**config.mk**
```make
export PLATFORM = sky130hd
export DESIGN_NAME = soi_capture_fifo
export DESIGN_NICKNAME = d
export VERILOG_FILES = /design/src/rtl/soi_pkg.sv /design/src/rtl/soi_fifo.sv /design/src/rtl/soi_capture_fifo.sv
export SDC_FILE = /design/constraint.sdc
export NUM_CORES = 1
export LEC_CHECK = 0
export CORE_UTILIZATION = 65
export CTS_CLUSTER_DIAMETER = 50
export DETAILED_ROUTE_END_ITERATION = 7
export DONT_BUFFER_PORTS = 1
export HOLD_SLACK_MARGIN = 0.12
export PLACE_DENSITY = 0.85
export SLEW_MARGIN = 40
export SYNTH_ARGS = -nofsm -noshare
export SYNTH_HDL_FRONTEND = slang
export SYNTH_SLANG_ARGS = --single-unit
export TNS_END_PERCENT = 20
```
**constraint.sdc**
```tcl
create_clock -name clk -period 11 [get_ports clk]
set_input_delay 0.55 -clock clk [delete_from_list [all_inputs] [get_ports clk]]
set_output_delay 0.55 -clock clk [all_outputs]
set_load 0.05 [all_outputs]
```
**src/rtl/soi_pkg.sv**
```systemverilog
// Shared types and constants for the SOI capture FIFO.
//   soi_state_e : capture FSM states (IDLE, CAPTURE, HALT)
//   soi_rec_t   : record layout {ts, soi} at the default widths
//   DROP_CNT_W  : width of the saturating dropped-record counter
package soi_pkg;

  localparam int DROP_CNT_W = 16;
  localparam int REC_TS_W   = 32;
  localparam int REC_SOI_W  = 8;

  typedef enum logic [1:0] {
    IDLE    = 2'd0,
    CAPTURE = 2'd1,
    HALT    = 2'd2
  } soi_state_e;

  typedef struct packed {
    logic [REC_TS_W-1:0]  ts;
    logic [REC_SOI_W-1:0] soi;
  } soi_rec_t;

endpackage

```
**src/rtl/soi_fifo.sv**
```systemverilog
// Generic synchronous FIFO with wrap-bit pointers.
//   clk, rst_n   : clock, asynchronous active-low reset (pointers only)
//   push         : write request; accepted when not full or when a pop
//                  happens in the same cycle
//   push_data    : record written at the tail
//   pop          : read request; ignored while empty
//   pop_data     : head entry, forced to 0 while empty
//   full, empty  : occupancy flags
//   level        : current occupancy, 0..DEPTH
module soi_fifo #(
  parameter int DATA_W = 40,
  parameter int DEPTH  = 16
) (
  input  logic                     clk,
  input  logic                     rst_n,
  input  logic                     push,
  input  logic [DATA_W-1:0]        push_data,
  input  logic                     pop,
  output logic [DATA_W-1:0]        pop_data,
  output logic                     full,
  output logic                     empty,
  output logic [$clog2(DEPTH):0]   level
);

  localparam int AW = $clog2(DEPTH);

  logic [DATA_W-1:0] mem [DEPTH];
  logic [AW:0]       wptr;
  logic [AW:0]       rptr;
  logic              pop_ok;
  logic              push_ok;

  // Same-index full/empty disambiguated by the extra wrap bit.
  assign empty   = (wptr == rptr);
  assign full    = (wptr[AW] != rptr[AW]) && (wptr[AW-1:0] == rptr[AW-1:0]);
  assign level   = wptr - rptr;
  assign pop_ok  = pop & ~empty;
  // A pop frees the head slot this cycle, so a push into a full FIFO fits.
  assign push_ok = push & (~full | pop_ok);

  assign pop_data = empty ? '0 : mem[rptr[AW-1:0]];

  // Storage is data-only and carries no reset.
  always_ff @(posedge clk) begin
    if (push_ok) begin
      mem[wptr[AW-1:0]] <= push_data;
    end
  end

  always_ff @(posedge clk or negedge rst_n) begin
    if (!rst_n) begin
      wptr <= '0;
      rptr <= '0;
    end else begin
      if (push_ok) wptr <= wptr + 1'b1;
      if (pop_ok)  rptr <= rptr + 1'b1;
    end
  end

endmodule

```
**src/rtl/soi_capture_fifo.sv**
```systemverilog
// Timestamped change-record capture for a vector of signals of interest.
//   clk, rst_n    : clock, asynchronous active-low reset
//   soi_i         : observed vector, sampled every cycle
//   mask_i        : per-bit change-detect enable (1 = watched)
//   arm_i         : capture runs while high; low->high re-arms
//   rd_ready_i    : consumer accepts head record
//   rd_valid_o    : head record available
//   rd_data_o     : head record {ts, soi}, 0 when empty
//   level_o       : FIFO occupancy
//   overflow_o    : sticky, a record was dropped since the last arm
//   drop_cnt_o    : saturating dropped-record count
//   halted_o      : capture frozen after a full-FIFO drop
module soi_capture_fifo
  import soi_pkg::*;
#(
  parameter int SOI_W        = 8,
  parameter int DEPTH        = 16,
  parameter int TS_W         = 32,
  parameter int STOP_ON_FULL = 0
) (
  input  logic                   clk,
  input  logic                   rst_n,
  input  logic [SOI_W-1:0]       soi_i,
  input  logic [SOI_W-1:0]       mask_i,
  input  logic                   arm_i,
  input  logic                   rd_ready_i,
  output logic                   rd_valid_o,
  output logic [TS_W+SOI_W-1:0]  rd_data_o,
  output logic [$clog2(DEPTH):0] level_o,
  output logic                   overflow_o,
  output logic [DROP_CNT_W-1:0]  drop_cnt_o,
  output logic                   halted_o
);

  function automatic logic [DROP_CNT_W-1:0] sat_inc(input logic [DROP_CNT_W-1:0] v);
    return (&v) ? v : v + DROP_CNT_W'(1);
  endfunction

  logic [TS_W-1:0]       ts_p0;
  logic [SOI_W-1:0]      prev_p1;
  soi_state_e            state;
  logic                  chg;
  logic                  push_req;
  logic                  pop;
  logic                  drop;
  logic                  fifo_full;
  logic                  fifo_empty;
  logic                  overflow;
  logic [DROP_CNT_W-1:0] drop_cnt;

  // ---- stage p0: free-running timestamp and previous-sample register ----
  always_ff @(posedge clk or negedge rst_n) begin
    if (!rst_n) begin
      ts_p0   <= '0;
      prev_p1 <= '0;
    end else begin
      ts_p0   <= ts_p0 + 1'b1;
      prev_p1 <= soi_i;
    end
  end

  assign chg = |((soi_i ^ prev_p1) & mask_i);

  // Arm cycle always attempts the baseline record; CAPTURE pushes on change.
  always_comb begin
    push_req = 1'b0;
    case (state)
      IDLE:    push_req = arm_i;
      CAPTURE: push_req = arm_i & chg;
      default: push_req = 1'b0;
    endcase
  end

  assign pop  = rd_valid_o & rd_ready_i;
  assign drop = push_req & fifo_full & ~pop;

  // ---- stage p1: FSM and drop accounting ----
  always_ff @(posedge clk or negedge rst_n) begin
    if (!rst_n) begin
      state    <= IDLE;
      overflow <= 1'b0;
      drop_cnt <= '0;
    end else begin
      case (state)
        IDLE: begin
          if (arm_i) begin
            state    <= CAPTURE;
            // Counters restart at the arm; a dropped baseline counts as one.
            overflow <= drop;
            drop_cnt <= drop ? DROP_CNT_W'(1) : '0;
          end
        end
        CAPTURE: begin
          if (!arm_i) begin
            state <= IDLE;
          end else if (drop) begin
            overflow <= 1'b1;
            drop_cnt <= sat_inc(drop_cnt);
            if (STOP_ON_FULL != 0) state <= HALT;
          end
        end
        HALT: begin
          if (!arm_i) state <= IDLE;
        end
        default: state <= IDLE;
      endcase
    end
  end

  assign overflow_o = overflow;
  assign drop_cnt_o = drop_cnt;
  assign halted_o   = (state == HALT);
  assign rd_valid_o = ~fifo_empty;

  soi_fifo #(
    .DATA_W (TS_W + SOI_W),
    .DEPTH  (DEPTH)
  ) u_fifo (
    .clk       (clk),
    .rst_n     (rst_n),
    .push      (push_req),
    .push_data ({ts_p0, soi_i}),
    .pop       (rd_ready_i),
    .pop_data  (rd_data_o),
    .full      (fifo_full),
    .empty     (fifo_empty),
    .level     (level_o)
  );

endmodule

```
# After elaboration in Yosys (flattened, before gate mapping)
# Memories as Yosys holds them, arrays and structs flattened.
# Cells that the tools add are included.
[op_classes] n_addsub=5 eq_ne=10 mux=17 bitwise_logic=11 reduce_logical=9
[op_table] op="$mux 16" count=4
[op_table] op="$mux 40" count=1
[op_table] op="$add 32x1->32 const B" count=1
[op_table] op="$pmux 16 s2" count=1
[op_table] op="$add 16x1->16 const B" count=1
[op_table] op="$reduce_and 16->1" count=1
[op_table] op="$add 5x1->5 const B" count=2
[op_table] op="$ne 2x2->1 const B" count=5
[op_table] op="$and 8x8->8" count=1
[op_table] op="$reduce_or 8->1" count=1
[op_table] op="$xor 8x8->8" count=1
[op_table] op="$mux 1" count=6
[op_table] op="$and 1x1->1" count=5
[op_table] op="$eq 5x5->1" count=1
[op_table] op="$reduce_and 5->1" count=1
[op_table] op="$sub 5x5->5" count=1
[op_table] op="$eq 4x4->1" count=1
[op_table] op="$mux 2" count=2
[op_table] op="$pmux 1 s2" count=2
[op_table] op="$pmux 2 s2" count=1
[op_table] op="$reduce_and 4->1" count=1
[op_table] op="$not 1->1" count=3
[op_table] op="$eq 2x1->1 const B" count=1
[op_table] op="$eq 2x2->1 const B" count=1
[op_table] op="7 further kinds" count=7
[totals] regBits=69 mem_bits_rw=640 inputBits=20 out_inout_bits=64 elab_cells=60 mem_count=1
[mem_list] memory="u_fifo.mem" words=16 word_bits=40 rd=1 rd_clocked_by_memory_dff=0 wr=1 line_no="soi_fifo.sv:27" source="logic [DATA_W-1:0] mem [DEPTH];"

# Depth between registers and ports, before layout
# Gate-level depths: netlist of the first run.
[depth] word_depth=10 mapped_depth=12 depth_no_buf=8

# By module
# From an unflattened synthesis of the first run, not the netlist that was laid out.
[unflattened] cells_unflattened=1397 area_unflattened_um2=28511.1
[by_module_without_submodules] module="soi_fifo" n_inst=1 cells_per_inst=1139 area_per_inst_um2=25734.7
[by_module_without_submodules] module="soi_capture_fifo" n_inst=1 cells_per_inst=258 area_per_inst_um2=2776.4

# Least setup slack after synthesis of the first run
# No wires, ideal clock.
[synth_timing] path_kind="register to register" start="register u_fifo.rptr[1]" end="memory u_fifo.mem[3][0], enable pin" arrival_ns=5.092 required_ns=10.513 slack_ns=5.421 path_stages_with_launch=13 path_buffers=4 cell_sequence="dfrtp_1 > buf_2 > buf_2 > buf_1 > inv_1 > ha_1 > and4_1 > nand2_1 > o21ai_0 > o21ba_2 > clkbuf_1 > nand2_1 > nor3_1"
[synth_via] elab_chain_len=7 elab_cells_between_ends=10 cone_classes="2 x eq/ne; 2 x mux; 5 x bitwise; 1 x reduce/logical"
[synth_lines] item="from (decl)" line_no="soi_fifo.sv:29" source="logic [AW:0] rptr;"
[synth_lines] item="from (signal assigned)" line_no="soi_fifo.sv:56" source="if (pop_ok) rptr <= rptr + 1'b1;"
[synth_lines] item="$eq 5x5->1 or $eq 4x4->1 (tied branches)" line_no="soi_fifo.sv:34, soi_fifo.sv:35"
[synth_lines] item="$not 1->1 or $logic_and 1x1->1 (tied branches)" line_no="soi_fifo.sv:37, soi_fifo.sv:35"
[synth_lines] item="$and 1x1->1 or $not 1->1 (tied branches)" line_no="soi_fifo.sv:37, soi_fifo.sv:39"
[synth_lines] item="$or 1x1->1 (*)" line_no="soi_fifo.sv:39" source="assign push_ok = push & (~full | pop_ok);"
[synth_lines] item="$and 1x1->1 (*)" line_no="soi_fifo.sv:39"
[synth_lines] item="$mux 1 (*)" line_no="soi_fifo.sv:45" source="if (push_ok) begin"
[synth_lines] item="$mux 1 (implied by the code) (*)" line_no="soi_fifo.sv:46" source="mem[wptr[AW-1:0]] <= push_data;"
[synth_lines] item="to (decl)" line_no="soi_fifo.sv:27"
# Mark *: on every way between the ends. The rest lies on a longest branch, timed or not.

# Worst setup path after layout of the first run
[layout_timing] start="register u_fifo.rptr[1]" end="output rd_data_o[24]"
[layout_via] elab_chain_len=2 elab_cells_between_ends=3 cone_classes="1 x eq/ne; 1 x mux; 1 x memory"
[layout_lines] item="$mem_v2 16x40 or $eq 5x5->1 (tied branches)"
[layout_lines] item="$mux 40 (*)" line_no="soi_fifo.sv:41" source="assign pop_data = empty ? '0 : mem[rptr[AW-1:0]];"
[layout_lines] item="to (decl)" line_no="soi_capture_fifo.sv:28" source="output logic [TS_W+SOI_W-1:0] rd_data_o,"
# Marks and branches as above.

==> results of run 1 <==
-- cell usage after synthesis (all sizes together), types with 2 or more instances --
master	instances
nor2	11
nor2b	2
a22oi	2
edfxtp	640
nand3	17
or3	3
o21ai	14
ha	13
and4	10
and3	26
or4	3
nand2b	3
inv	15
o31ai	11
a21o	2
a31oi	5
xnor2	32
nor3	2
nor4	3
o211ai	3
nand2	31
a21oi	5
buf	29
mux4	200
dfrtp	68
clkbuf	27
nand4	9
xor2	19
mux2	2
and2	44
-- state kept, by name, summed over array words and instances (netlist names) --
signal	cells
prev_p1	8
u_fifo.mem	640
u_fifo.wptr	5
ts_p0	32
state	1
u_fifo.rptr	5
overflow_o	1
drop_cnt_o	16
-- worst min path at each step --
stage | from | endpoint | slack (ns)
2_1_floorplan | rst_n | drop_cnt_o[0]$_DFFE_PN0P_ | 0.25
3_3_place_gp | rst_n | drop_cnt_o[8]$_DFFE_PN0P_ | 0.26
3_5_place_dp | rst_n | drop_cnt_o[8]$_DFFE_PN0P_ | 0.26
4_1_cts | arm_i | overflow_o$_DFFE_PN0P_ | 0.13
5_1_grt | arm_i | overflow_o$_DFFE_PN0P_ | 0.17
6_report | arm_i | overflow_o$_DFFE_PN0P_ | 0.14
-- critical path, delay by kind of cell, from the launching register on --
family | cells | cell delay, ns
buffers and inverters | 2 | 1.25
DFF | 1 | 0.83
muxes | 2 | 0.96
and+or+nand+nor | 1 | 0.36
-- stage by stage --
step / cells / cell area [um2]
final: 1910 / 30800
after global routing: 1910 / 30800
after CTS: 1908 / 30800
after detailed placement: 1769 / 28400
after global placement: 1765 / 28300
after floorplan: 1262 / 27700
-- metal layers --
metal | part of all wire, % | vias up | GRT usage [%]
met1 | 36 | 7132 | 37.8
met2 | 52 | 822 | 51.0
li1 | - | 5361 | -
met3 | 7.9 | 166 | 5.98
met5 | 0 | - | 0
met4 | 3.8 | 0 | 14.7
-- layout make-up --
type | count | share of cell area, %
Inverter | 15 | 0.187
Tap cell | 539 | 2.19
Sequential cell | 708 | 67.9
Clock inverter | 37 | 1.06
Clock buffer | 91 | 6.17
Timing Repair Buffer | 37 | 1.36
Multi-Input combinational cell | 483 | 21.1
-- cells by family (layout without fill, tap and decap cells) --
logic type,after synthesis,count (layout),synth area share [%]
AOI/OAI and AO/OA,48,48,1.19
xor gates and xnor gates,51,51,1.61
adders and majority gates,14,14,0.658
buffers and inverters,71,180,1.31
DFF,708,708,75.4
muxes,203,203,16.4
other,1,1,0.0135
and+or+nand+nor,166,166,3.46
-- cell usage in the layout (no fill, tap or decap), types with 5 or more instances in the layout --
cell	count
nand4_1	9
a31oi_1	5
o31ai_1	11
dfrtp_1	65
o21ai_1	7
clkinv_2	9
clkinv_1	12
a21oi_1	5
xor2_1	18
mux4_2	200
buf_6	6
inv_1	14
ha_1	13
o21ai_0	7
and3_4	7
and3_2	8
buf_4	14
clkbuf_16	71
nand3_1	15
nand2_1	31
clkbuf_8	5
and3_1	11
buf_12	6
inv_6	7
dlygate4sd3_1	10
xnor2_1	32
and4_1	10
clkbuf_1	15
edfxtp_1	640
and2_1	44
nor2_1	11
-- power by group through the flow --
stage / Sequential [mW] / Clock, mW / Combinational [mW]
after floorplan: 3.28 / 0 / 2.17
after global placement: 3.36 / 0 / 2.53
after detailed placement: 3.38 / 0 / 2.58
after CTS: 3.34 / 2.35 / 2.64
after global routing: 3.33 / 2.44 / 2.76
final: 3.32 / 2.33 / 2.65
-- what timing repair did --
item	CTS	global route
hold buffers	11	0
setup endpoints to repair	0	0
buffers inserted	0	0
hold endpoints to repair	205	0
==> results.yml, run 1 <==
routing:
  post_drt_via_cell_ratio: 7.06
  dr.pass1.iters: 5
  vias: 13500
  drt_iter0_markers: 1490
  drtAntennaViolNets: 0
  remaining_drc_errors: 0
  wl_mm: 63.5
  wl_per_cell_um: 33.3
pwr:
  ir_worst_vdd_mv: 0.278
  power_mw: 8.29
  pwr-share-seq_pct: 40.0
  power.share.switching_pct: 34.7
  pwr-share-clk_pct: 28.0
  p_int_mw: 5.42
  power_frac_comb_pct: 31.9
  switchingPower_mw: 2.88
  powerDensity_nw_per_um2: 269
  power.leakage_nw: 10.3
logic_synthesis:
  syn_inst: 1262
  synth_warnings: 0
  netlist_area_um2: 27700
  synth_cell_types: 50
  yosys-top-cells-area: "edfxtp_1, mux4_2, dfrtp_1"
  synthFlopType: "edfxtp_1"
  yosysTopAreaCellShare_pct: 69.3
  synthesis.nets: 1296
  synth_edf_count: 640
  syn_avg_cell_area_um2: 22.0
  async_flop_share_pct: 9.60
  synth_top_area_cell: "edfxtp_1"
  ys_seq_elements: 708
  yosysSeqAreaShare_pct: 75.4
die:
  die_h_um: 209
  core_area_um2: 42000
  ios: 84
  placementRows: 75
  initial_core_util_pct: 66.0
  dieWidth_um: 209
  die_area_um2: 43500
run_status:
  status: "finished clean"
sta:
  max_freq_ghz: 0.214
  clock_skew_ns: 0.0292
  min_period_ns: 4.67
  setup_tns_ns: 0
  relSlewSlack_pct: 40.0
  setup_slack_ns: 6.33
  final-hold-violation-count: 0
  slew_viol_final: 0
  fin_crit_sh_pct: 42.5
  rsz0062_at_grt: "false"
  worst_pin_slew_ns: 0.900
  finalSetupViolCount: 0
  hold_ws_ns: 0.143
grt:
  grt_pass1_vias: 13900
  grt_pass1_wl_mm: 91.3
  antenna_found_initial: 0
  grt_max_degree: 71
  grtUsageTotal_pct: 30.1
  grt_overflow: 0
worst_setup_path:
  crit_end: "rd_data_o[24]"
  path_max_fanout: 70
  startpoint_type: "register"
  crit_slowest_cell: "dfrtp_4"
  worst_setup_path_end_kind: "primary output"
  reg2reg_depth: 8
  worstPathCellList: "buf_6 > buf_6 > mux4_2 > mux4_2 > and2_1"
  crit_required_ns: 10.45
  path_class: "reg2out"
  r2r_setup_slack_ns: 7.12
  rr_endpoint: "u_fifo.mem[15][5]$_DFFE_PP_"
  critPathLaunch: "u_fifo.rptr[1]$_DFFE_PN0P_"
  critical_path.max_stage_delay_ns: 0.83
  rr_startpoint: "u_fifo.rptr[3]$_DFFE_PN0P_"
  arrival_ns: 4.12
hold_path:
  hp-class: "in2reg"
  hold_depth: 2
clock_tree:
  h-tree-depth: 3
  max-clock-path-buffers: 3
  post_cts_resized: 0
  clock_sinks: 708
  cts_tree: "built"
  clk_pin_slew_worst_paths_ns: 0.06
  cts_buffers: 71
  clk_latency_ns: 0.61
  ctsRootBufferMaster: "clkbuf_16"
finish:
  nFillCells: 2194
  layout.nets: 1350
  regArea_um2: 20900
  multi_input_comb_area_um2: 6520
  area_growth_pct: 11.1
  final_util_pct: 73.3
  drive_above_1_share_pct: 26.3
  n_antenna_cell: 0
place:
  pre_cts_ws_ns: 6.76
  portBuffers: 0
  globalplace.congestion: 0.803
  dpl.hpwl_mm: 29.9
job:
  max-cap-violations: 0
Power figures use the tool's default switching activity.
==> run 2: changes to the inputs <==
--- a/config.mk
+++ b/config.mk
@@ -5,12 +5,12 @@
 export SDC_FILE = /design/constraint.sdc
 export NUM_CORES = 1
 export LEC_CHECK = 0
-export CORE_UTILIZATION = 65
+export CORE_UTILIZATION = 57
 export CTS_CLUSTER_DIAMETER = 50
 export DETAILED_ROUTE_END_ITERATION = 7
 export DONT_BUFFER_PORTS = 1
 export HOLD_SLACK_MARGIN = 0.12
-export PLACE_DENSITY = 0.85
+export PLACE_DENSITY = 0.79
 export SLEW_MARGIN = 40
 export SYNTH_ARGS = -nofsm -noshare
 export SYNTH_HDL_FRONTEND = slang
==> constraint.sdc (replaced) <==
create_clock -name clk -period 4.1 [get_ports clk]
set_input_delay 0.205 -clock clk [delete_from_list [all_inputs] [get_ports clk]]
set_output_delay 0.205 -clock clk [all_outputs]
set_load 0.05 [all_outputs]
==> results.yml, run 2 (synthesized netlist as in run 1, its figures left out) <==
sta:
  rsz0062_at_grt: "false"
  setup_slack_ns: 0.577
  setup_tns_ns: 0
  clock_skew_ns: 0.0392
  fin_crit_sh_pct: 85.9
  worst_pin_slew_ns: 0.863
  relSlewSlack_pct: 42.3
  min_period_ns: 3.52
  max_freq_ghz: 0.284
  finalSetupViolCount: 0
  final-hold-violation-count: 0
  slew_viol_final: 0
pwr:
  power.leakage_nw: 10.6
  ir_worst_vdd_mv: 0.557
  powerDensity_nw_per_um2: 731
finish:
  largest_reg_flops: 640
  drive_above_1_share_pct: 26.9
  final_cell_mix: "edfxtp_1, mux4_2, clkbuf_16"
  nFillCells: 2897
  area_growth_pct: 13.2
  layout_commonest_cell: "edfxtp_1"
  layout.nets: 1361
worst_setup_path:
  reg2reg_depth: 7
  path_max_fanout: 33
  crit_required_ns: 3.89
  arrival_ns: 3.32
  r2r_setup_slack_ns: 1.00
  startpoint_type: "register"
  path_class: "reg2out"
  worst_setup_path_end_kind: "primary output"
routing:
  wl_mm: 62.1
  wl_per_cell_um: 31.0
  vias: 13400
  remaining_drc_errors: 0
  dr.pass1.iters: 5
  post_drt_via_cell_ratio: 6.68
  drt_iter0_markers: 1348
  drtAntennaViolNets: 0
run_status:
  status: "finished clean"
clock_tree:
  clk_latency_ns: 0.63
  ctsRootBufferMaster: "clkbuf_16"
  clk_pin_slew_worst_paths_ns: 0.06
  post_cts_buffers: 0
  clock_sinks: 708
  cts_buffers: 72
  max-clock-path-buffers: 3
  h-tree-depth: 3
  cts_tree: "built"
grt:
  grt_max_degree: 93
  grt_pass1_vias: 13900
  grt_overflow: 0
  antenna_found_initial: 2
  grt_pass1_wl_mm: 91.0
  grtUsageTotal_pct: 25.8
place:
  dpl.hpwl_mm: 30.4
  portBuffers: 0
  globalplace.congestion: 0.786
  pre_cts_ws_ns: 1.04
die:
  die_h_um: 223
  core_area_um2: 47800
  die_area_um2: 49600
  dieWidth_um: 223
  initial_core_util_pct: 58.0
  ios: 84
  placementRows: 80
job:
  max-cap-violations: 0
hold_path:
  hp-class: "in2async"
## run 2: per-layer routing
layer	track usage [%]	up-vias	part of all wire, %	wire length, um
li1	-	5388	-	-
met3	4.89	102	8.3	5140
met2	43.9	786	52	32200
met5	0	-	0	0
met1	33.1	7101	37	23200
met4	9.70	0	2.7	1660
## run 2: critical path: stages, from the launching register on
cell     delay (ns)
dfrtp_4        0.59
buf_4          0.60
mux4_2         0.60
mux4_2         0.54
and2_1         0.36
## run 2: layout make-up
type | count | area (um2) | area share (%)
inverters | 15 | 57.6 | 0.183
diodes | 1 | 2.50 | 0.00797
clock inverters | 32 | 470 | 1.50
clock buffers | 102 | 2050 | 6.52
multi-input cells | 483 | 6490 | 20.7
well taps | 615 | 769 | 2.45
flip-flops and latches | 708 | 20900 | 66.7
repair buffers | 47 | 629 | 2.00
## run 2: timing repair
| item | 4_1_cts | 5_1_grt |
|---|---|---|
| endpoints found under the setup margin | 0 | 0 |
| resized for setup | 0 | 0 |
| endpoints found under the hold margin | 227 | 0 |
| hold buffers | 14 | 0 |
## run 2: metrics by stage
| step | cells | cell area (um2) | utilization (%) | total power, mW | hold WS (ns) |
|---|---|---|---|---|---|
| 2_1_floorplan | 1262 | 27800 | - | 14.6 | -0.0906 |
| 3_3_place_gp | 1852 | 28700 | 59.9 | 16.0 | -0.0885 |
| 3_5_place_dp | 1853 | 28700 | 60.0 | 16.1 | -0.0886 |
| 4_1_cts | 2001 | 31400 | 65.6 | 23.1 | 0.192 |
| 5_1_grt | 2002 | 31400 | 65.6 | 23.7 | 0.211 |
| 6_report | 2003 | 31400 | 65.6 | 23.0 | 0.188 |
## run 2: power breakdown
part | total [mW] | switching (mW) | leakage [nW] | internal [mW]
combinational | 7.25 | 4.64 | 2.39 | 2.62
clock | 6.93 | 2.77 | 1.23 | 4.16
sequential | 8.78 | 0.304 | 6.96 | 8.47
## run 2: path summary, 6_finish.rpt
| check | startpoint | to |
|---|---|---|
| worst min-delay path | rst_n | prev_p1[7]$_DFF_PN0_ |
| worst max register to register | u_fifo.wptr[2]$_DFFE_PN0P_ | u_fifo.mem[2][32]$_DFFE_PP_ |
| min in group clk | rd_ready_i | u_fifo.wptr[0]$_DFFE_PN0P_ |
| worst min register to register | u_fifo.rptr[4]$_DFFE_PN0P_ | u_fifo.rptr[4]$_DFFE_PN0P_ |
| worst max-delay path | u_fifo.rptr[0]$_DFFE_PN0P_ | rd_data_o[21] |
| max in group asynchronous | rst_n | u_fifo.rptr[1]$_DFFE_PN0P_ |
